===== src/rtl/mutative_types_pkg.sv =====
// Shared types for the mutative cache: address layout and organisation encoding.
package mutative_types;

  localparam int TAG_BITS    = 23;
  localparam int SET_BITS    = 4;
  localparam int OFFSET_BITS = 5;
  localparam int WAYS        = 8;
  localparam int NUM_SETS    = 1 << SET_BITS;
  // DM, 2, 4 and 8 ways need one code each.
  localparam int SETUP_BITS  = $clog2($clog2(WAYS) + 1);

  typedef enum logic [SETUP_BITS-1:0] {
    SETUP_DM   = 2'd0,
    SETUP_2WAY = 2'd1,
    SETUP_4WAY = 2'd2,
    SETUP_8WAY = 2'd3
  } setup_t;

  typedef struct packed {
    logic [TAG_BITS-1:0]    tag;
    logic [SET_BITS-1:0]    set_index;
    logic [OFFSET_BITS-1:0] offset;
  } cache_address_t;

endpackage


===== src/rtl/set_tag_table.sv =====
// Last-seen tag per set; valid bits clear on reset, tags are plain storage.
module set_tag_table
  import mutative_types::*;
(
  input  logic                clk,
  input  logic                rst,
  input  logic [SET_BITS-1:0] index,
  input  logic                wr_en,
  input  logic [TAG_BITS-1:0] wr_tag,
  output logic                rd_valid,
  output logic [TAG_BITS-1:0] rd_tag
);

  logic [NUM_SETS-1:0] valid_q;
  logic [TAG_BITS-1:0] tag_q [NUM_SETS];

  always_ff @(posedge clk or posedge rst) begin
    if (rst) valid_q <= '0;
    else if (wr_en) valid_q[index] <= 1'b1;
  end

  // Tags need no reset: they are only read behind a valid bit.
  always_ff @(posedge clk) begin
    if (wr_en) tag_q[index] <= wr_tag;
  end

  assign rd_valid = valid_q[index];
  assign rd_tag   = tag_q[index];

endmodule


===== src/rtl/associativity_selector.sv =====
// Watches completed accesses over a fixed window and requests a step up/down
// of cache associativity through a valid/ready handshake.
module associativity_selector
  import mutative_types::*;
#(
  parameter int WINDOW    = 256,
  parameter int HI_THRESH = 64,
  parameter int LO_THRESH = 16
) (
  input  logic                  clk,
  input  logic                  rst,
  input  logic [31:0]           cache_address,
  input  logic                  cpu_request,
  input  logic                  cache_ready,
  input  logic [SETUP_BITS-1:0] setup,
  input  logic                  plru_bit0,
  input  logic                  tie,
  input  logic                  setup_ready,
  output logic                  setup_valid,
  output logic [SETUP_BITS-1:0] setup_update
);

  localparam int CNT_W = $clog2(WINDOW) + 1;
  localparam logic [CNT_W-1:0] WINDOW_C = CNT_W'(WINDOW);
  localparam logic [CNT_W-1:0] HALF_C   = CNT_W'(WINDOW / 2);
  localparam logic [CNT_W-1:0] HI_C     = CNT_W'(HI_THRESH);
  localparam logic [CNT_W-1:0] LO_C     = CNT_W'(LO_THRESH);

  cache_address_t      addr;
  logic                count_en;
  logic                rd_valid;
  logic [TAG_BITS-1:0] rd_tag;
  logic                conflict;
  logic [CNT_W-1:0]    acc_cnt, conf_cnt, tie_cnt;
  logic [CNT_W-1:0]    acc_next, conf_next, tie_next;
  logic                window_end, step_up, step_down;
  logic                unused_inputs;

  assign addr          = cache_address;
  assign unused_inputs = ^{plru_bit0, addr.offset};

  assign count_en = cpu_request && cache_ready && !setup_valid;

  set_tag_table u_table (
    .clk      (clk),
    .rst      (rst),
    .index    (addr.set_index),
    .wr_en    (count_en),
    .wr_tag   (addr.tag),
    .rd_valid (rd_valid),
    .rd_tag   (rd_tag)
  );

  assign conflict = rd_valid && (rd_tag != addr.tag);

  // Decision sees the counts including the access that closes the window.
  always_comb begin
    acc_next   = acc_cnt + 1'b1;
    conf_next  = conf_cnt + CNT_W'(conflict);
    tie_next   = tie_cnt + CNT_W'(tie);
    window_end = count_en && (acc_next == WINDOW_C);
    step_up    = (conf_next >= HI_C) && (setup != SETUP_8WAY);
    step_down  = !step_up && (conf_next < LO_C) && (tie_next >= HALF_C)
                 && (setup != SETUP_DM);
  end

  always_ff @(posedge clk or posedge rst) begin
    if (rst) begin
      acc_cnt      <= '0;
      conf_cnt     <= '0;
      tie_cnt      <= '0;
      setup_valid  <= 1'b0;
      setup_update <= '0;
    end else if (setup_valid) begin
      if (setup_ready) setup_valid <= 1'b0;
    end else if (count_en) begin
      if (window_end) begin
        acc_cnt  <= '0;
        conf_cnt <= '0;
        tie_cnt  <= '0;
        if (step_up) begin
          setup_valid  <= 1'b1;
          setup_update <= setup + 2'd1;
        end else if (step_down) begin
          setup_valid  <= 1'b1;
          setup_update <= setup - 2'd1;
        end
      end else begin
        acc_cnt  <= acc_next;
        conf_cnt <= conf_next;
        tie_cnt  <= tie_next;
      end
    end
  end

endmodule


===== config.mk =====
export PLATFORM = sky130hd
export DESIGN_NAME = associativity_selector
export DESIGN_NICKNAME = d
export VERILOG_FILES = /design/src/rtl/mutative_types_pkg.sv /design/src/rtl/set_tag_table.sv /design/src/rtl/associativity_selector.sv
export SDC_FILE = /design/constraint.sdc
export NUM_CORES = 1
export LEC_CHECK = 0
export CAP_MARGIN = 15
export CORE_UTILIZATION = 35
export DETAILED_ROUTE_END_ITERATION = 6
export GPL_TIMING_DRIVEN = 0
export SKIP_CTS_REPAIR_TIMING = 1
export SLEW_MARGIN = 15
export SYNTH_ARGS = -nofsm -noshare
export SYNTH_HDL_FRONTEND = slang
export SYNTH_SLANG_ARGS = --single-unit

===== constraint.sdc =====
create_clock -name clk -period 4.6 [get_ports clk]
set_input_delay 0.46 -clock clk [delete_from_list [all_inputs] [get_ports clk]]
set_output_delay 0.46 -clock clk [all_outputs]
set_load 0.01 [all_outputs]

# After elaboration in Yosys (flattened, before gate mapping)
# Memories as Yosys holds them, arrays and structs flattened.
# Cells that the tools add are included.
# totals
ff_bits,46
mem_bits_rw,368
inputBits,41
output_inout_bits,3
word_cells,54
mem_count,1
# op_classes
addsub,5
magnitude_cmp,5
n_eq_ne,3
mux,17
n_bitwise,2
n_reduce_logical,15
# memory_table
memory,words,width,read_ports,rd_ports_with_merged_regs,wr,line,source
u_table.tag_q,16,23,1,0,1,set_tag_table.sv:15,logic [TAG_BITS-1:0] tag_q [NUM_SETS];
# ops
op,count
9-bit two-way mux,3
23-bit != test,1
9-bit by 1-bit adder with 9-bit output,2
16-bit bitwise OR,1
1-bit two-way mux,10
9-bit by 1-bit adder with 9-bit output (second input constant),1
9-bit == test (second input constant),1
9-bit by 7-bit >= comparator with 1-bit output (second input constant),1
9-bit by 8-bit >= comparator with 1-bit output (second input constant),1
1-bit logical AND,9
9-bit by 5-bit less-than comparator with 1-bit output (second input constant),1
4-bit by 5-bit less-than comparator with 1-bit output (second input constant),1
1-bit binary-select mux with 4-bit select,1
1-bit demux with 4-bit select,1
4-bit by 1-bit >= comparator with 1-bit output (second input constant),1
2-bit two-way mux,2
4-bit AND reduction,1
2-bit nonzero test,2
2-bit by 1-bit adder with 2-bit output (second input constant),1
1-bit logical NOT,2
2-bit != test (second input constant),1
2-bit AND reduction,1
2-bit by 1-bit subtractor with 2-bit output (second input constant),1
1-bit inverter,1

# Longest topological paths before layout
# depth
word_depth,15
depth_mapped,20
mapped_depth_nobuf,16

# Modules after synthesis
# Synthesis repeated with hierarchy kept, for this count alone.
# unflattened
cells_unflattened,851
area_unflattened_um2,16529.6
# by_module_without_submodules
mod,n_inst,cells_per_inst,area_each_um2,seq_area_each_um2
set_tag_table,1,631,14536.4,11451.0
associativity_selector,1,220,1993.2,750.7

# Worst setup path after synthesis
# Ideal clock, no wire load.
# synth_path
path_type,input to register
from,input cache_address[5]
to,register setup_update[0]
setup_time_ps,128
t_arrival_ps,4130
required_time_ps,4472
path_slack_ps,342
path_stages,17
path_buffers,4
cell_sequence,buf_6 -> buf_4 -> buf_2 -> buf_2 -> mux4_2 -> mux4_2 -> inv_1 -> a31oi_1 -> ha_1 -> ha_1 -> and3_1 -> xor2_1 -> nor4_1 -> o311ai_0 -> mux2_2 -> o21ai_0 -> o31ai_1
# synth_between
elab_chain_len,12
word_cells_on_any_way,16
classes_between,1 x add/sub; 2 x order compare; 1 x eq/ne; 3 x mux; 8 x reduce/logical; 1 x memory
# synth_lines
item,line,source
"start, declared",associativity_selector.sv:12,"input logic [31:0] cache_address,"
memory 16 x 23 bit / 1-bit binary-select mux with 4-bit select (equally long branches),n/a,
23-bit != test / 1-bit two-way mux (equally long branches),"associativity_selector.sv:54, set_tag_table.sv:27",
1-bit logical AND *,associativity_selector.sv:54,assign conflict = rd_valid && (rd_tag != addr.tag);
9-bit by 1-bit adder with 9-bit output *,associativity_selector.sv:59,conf_next = conf_cnt + CNT_W'(conflict);
9-bit by 7-bit >= comparator with 1-bit output,associativity_selector.sv:62,step_up = (conf_next >= HI_C) && (setup != SETUP_8WAY);
1-bit logical AND,associativity_selector.sv:62,
1-bit logical NOT,associativity_selector.sv:63,step_down = !step_up && (conf_next < LO_C) && (tie_next >= HALF_C)
1-bit logical AND (2 in series),associativity_selector.sv:63,
1-bit logical AND,associativity_selector.sv:64,&& (setup != SETUP_DM);
2-bit nonzero test (no source line),n/a,
4-bit AND reduction (no source line),n/a,
"end signal, assigned",associativity_selector.sv:83,setup_update <= setup + 2'd1;
"end signal, assigned",associativity_selector.sv:86,setup_update <= setup - 2'd1;
"end, declared",associativity_selector.sv:20,output logic [SETUP_BITS-1:0] setup_update
# Every way passes the cells marked *; elsewhere a longest branch is shown, timed or not. The select of a mux whose other input is x is not followed.
# A chain may end at the register's enable or synchronous reset.

# Worst setup path after layout
# Same ends and word-level chain as after synthesis.

==> impl_metrics.ini <==
[yosys]
synth_edf_count = 368
synth_top_area_share = 0.661
synth_area_um2 = 16700
avgSynthCellArea_um2 = 18.3
synth.area.top_cells = edfxtp_1 66%, mux4_2 12%, dfrtp_1 6.9%, nand2_1 1.3%, mux2i_1 1.3%
synth_nets = 960
yosysSeqAreaShare = 0.730
ys_ff_latch = 414
dominantRegCellSynth = edfxtp_1
yosysUniqueCellTypes = 55
syn_inst = 913
async_reset_ff_frac = 0.111
synth_warnings = 0
yosysTopAreaCell = edfxtp_1

[floorplanning]
dieArea_um2 = 48600
pin_count = 44
std_cell_rows = 79
die_w_um = 221
start_util = 0.357
coreArea_um2 = 46900
die_h_um = 221

[setup_path]
worstPathRequired_ns = 5.03
max_stage_delay_ns = 0.55
crit_chain = buf_6, buf_6, buf_4, mux4_2, o221ai_1, xor2_1, nand4_1, nor4_2, a31oi_2, ha_1, ha_1, and3_1, xor2_1, nor4_2, o311ai_2, mux2_2, o21ai_0, o31ai_1
cp-end-kind = flip-flop
crit_path_start_kind = input pin
crit_type = input pin to flip-flop
path_max_fanout = 10
worst_ep_arrival_time_ns = 4.86
slowest_stage = mux4_2

[clock_network]
cts_root_buffer = clkbuf_16
htree_levels = 2
cts_buffers = 43
clk_pin_slew_worst_paths_ns = 0.06
cts_tree = yes
worstSkewPairLatency_ns = 0.55
cts_buffer_depth = 3
numClockSinks = 414

[finish]
diodes = 0
drive_above_1_share = 0.250
design_area_um2 = 19800
fin_nets = 1057
area_growth_pct = 18.8

[routing]
vias = 8854
final_antenna_net_count = 0
drt_iter0_markers = 809
wl_mm = 39.1
drc_errors = 3
routedWlPerCell_um = 23.7
vias_per_cell = 5.37
first_pass_iters = 7

[placed_design]
place_area_um2 = 18300
gp_congestion = 0.743
numPortBuffers = 35
hpwl_mm = 24.0

[flow_run]
drv_cap = 0

[sta]
hold_viol = 0
holdWs_ns = 0.189
slew_headroom = 0.475
fmax_mhz = 226
slew_viol_final = 0
finalCriticalPeriod_ns = 4.43
setup_viol = 0
worstMarginPinSlew_ns = 0.788
fin_skew_ns = 0.0146
period_share = 0.963

[grt]
grt_pass1_vias = 8868
overflow = 0
antenna_found_initial = 1
grt_pass1_wl_mm = 57.1
grt_start_max_net_pins = 34
grtUsageTotal = 0.163

[run_status]
violations = design-rule violations
status = finished with violations

[power]
p_per_area_nw_per_um2 = 404
leakage_nw = 6.45
ir_worst_vdd_mv = 0.280

[worst_hold_path]
holdCritPathClass = input pin to async pin
[per-stage QoR]
step	instances	utilization	power, W	TNS (ns)	worst slack [ns]
floorplan	913	-	0.00468	0	0.342
global placement	1555	0.380	0.00488	-307.91	-1.76
detailed placement	1572	0.392	0.00491	-10.99	-1.82
CTS	1649	0.419	0.00807	-4.60	-1.23
global route	1649	0.424	0.00828	-0.0907	-0.0592
finish	1649	0.424	0.00803	0	0.169
[power breakdown]
group          internal [W]  switching, W  leakage (nW)
Clock               0.00174       0.00143         0.605
Sequential          0.00419     0.0000686          3.90
Combinational      0.000265      0.000327          1.95
[cell usage after synthesis (3+ instances only)]
cell type / instances
a21oi_1: 6
a22oi_1: 13
a31oi_1: 4
and3_1: 3
buf_2: 18
buf_6: 4
clkbuf_1: 15
dfrtp_1: 46
edfxtp_1: 368
ha_1: 6
inv_1: 11
mux2_2: 11
mux2i_1: 21
mux4_2: 88
nand2_1: 58
nand2b_1: 5
nand3_1: 26
nand3b_1: 3
nand4_1: 10
nor2_1: 42
nor2b_1: 4
nor3_1: 14
nor4_1: 4
nor4b_1: 4
o21ai_0: 27
o21ai_1: 5
o221ai_1: 3
o22a_1: 3
o22ai_1: 7
or2_2: 18
or3_1: 5
xnor2_1: 18
xor2_1: 16
[cell usage in the layout (no fill, tap or decap), types with 5 or more instances in the layout]
cell type and instances:
edfxtp_1 368, mux4_2 88, nand2_1 57, dfrtp_1 46
clkbuf_16 43, clkdlybuf4s50_1 33, o21ai_0 27, nand3_1 26
nor2_1 24, mux2i_1 21, nor2_4 18, clkbuf_1 18
or2_2 18, xor2_1 16, xnor2_1 16, nor3_1 14
a22oi_1 13, buf_6 12, mux2_2 11, nand4_1 10
buf_12 9, inv_1 9, clkinv_1 9, buf_16 9
o22ai_1 7, clkbuf_2 6, buf_4 6, a21oi_1 6
ha_1 6, o21ai_1 5, or3_1 5
[area by class of cell]
class	count	area (um2)
inverters	11	45.0
flip-flops and latches	414	12200
clock inverters	22	140
repair buffers	53	771
clock buffers	55	1120
well taps	607	759
fillers	4146	27000
plain buffers	40	325
multi-input cells	447	4480
[state kept, by name, indices dropped and copies added, names as in the netlist]
signal and cells:
acc_cnt 9, conf_cnt 9, setup_update 2, setup_valid 1, tie_cnt 9, u_table.tag_q 368
u_table.valid_q 16
[layer usage]
layer,wire (um),track usage,vias to the layer above
met1,17200,0.227,4621
met2,18500,0.260,294
li1,-,-,3855
met5,12,0,-
met3,2350,0.0316,82
met4,1020,0.0463,2
[worst max-delay path: cells and delay by family]
kind / cells / cell delay (ns)
AND/OR/NAND/NOR: 4 / 1.22
adder cells (fa/ha/maj): 2 / 0.45
multiplexers: 2 / 0.87
XOR/XNOR: 2 / 0.38
AO/OA/AOI/OAI: 5 / 0.82
buffers and inverters: 3 / 0.65
[cells by family after synthesis]
kind of cell,Yosys count,share of synthesized area
flip-flops,414,0.730
AND/OR/NAND/NOR,205,0.0606
multiplexers,120,0.139
AO/OA/AOI/OAI,82,0.0330
buffers and inverters,52,0.0153
XOR/XNOR,34,0.0178
adder cells (fa/ha/maj),6,0.00449
[worst paths after layout]
path / startpoint / endpoint / slack [ns] / cells past startpoint
min in group clk: u_table.valid_q[8] / u_table.valid_q[8] / 0.46 / 1
max in group asynchronous: rst / acc_cnt[4] / 3.93 / 3
hold / removal: rst / setup_update[1] / 0.19 / 2
hold reg to reg: u_table.valid_q[8] / u_table.valid_q[8] / 0.46 / 1
setup / recovery: cache_address[5] / setup_update[0] / 0.17 / 18
setup reg to reg: u_table.tag_q[11][22] / setup_update[0] / 0.32 / 16
Power figures use the tool's default switching activity.
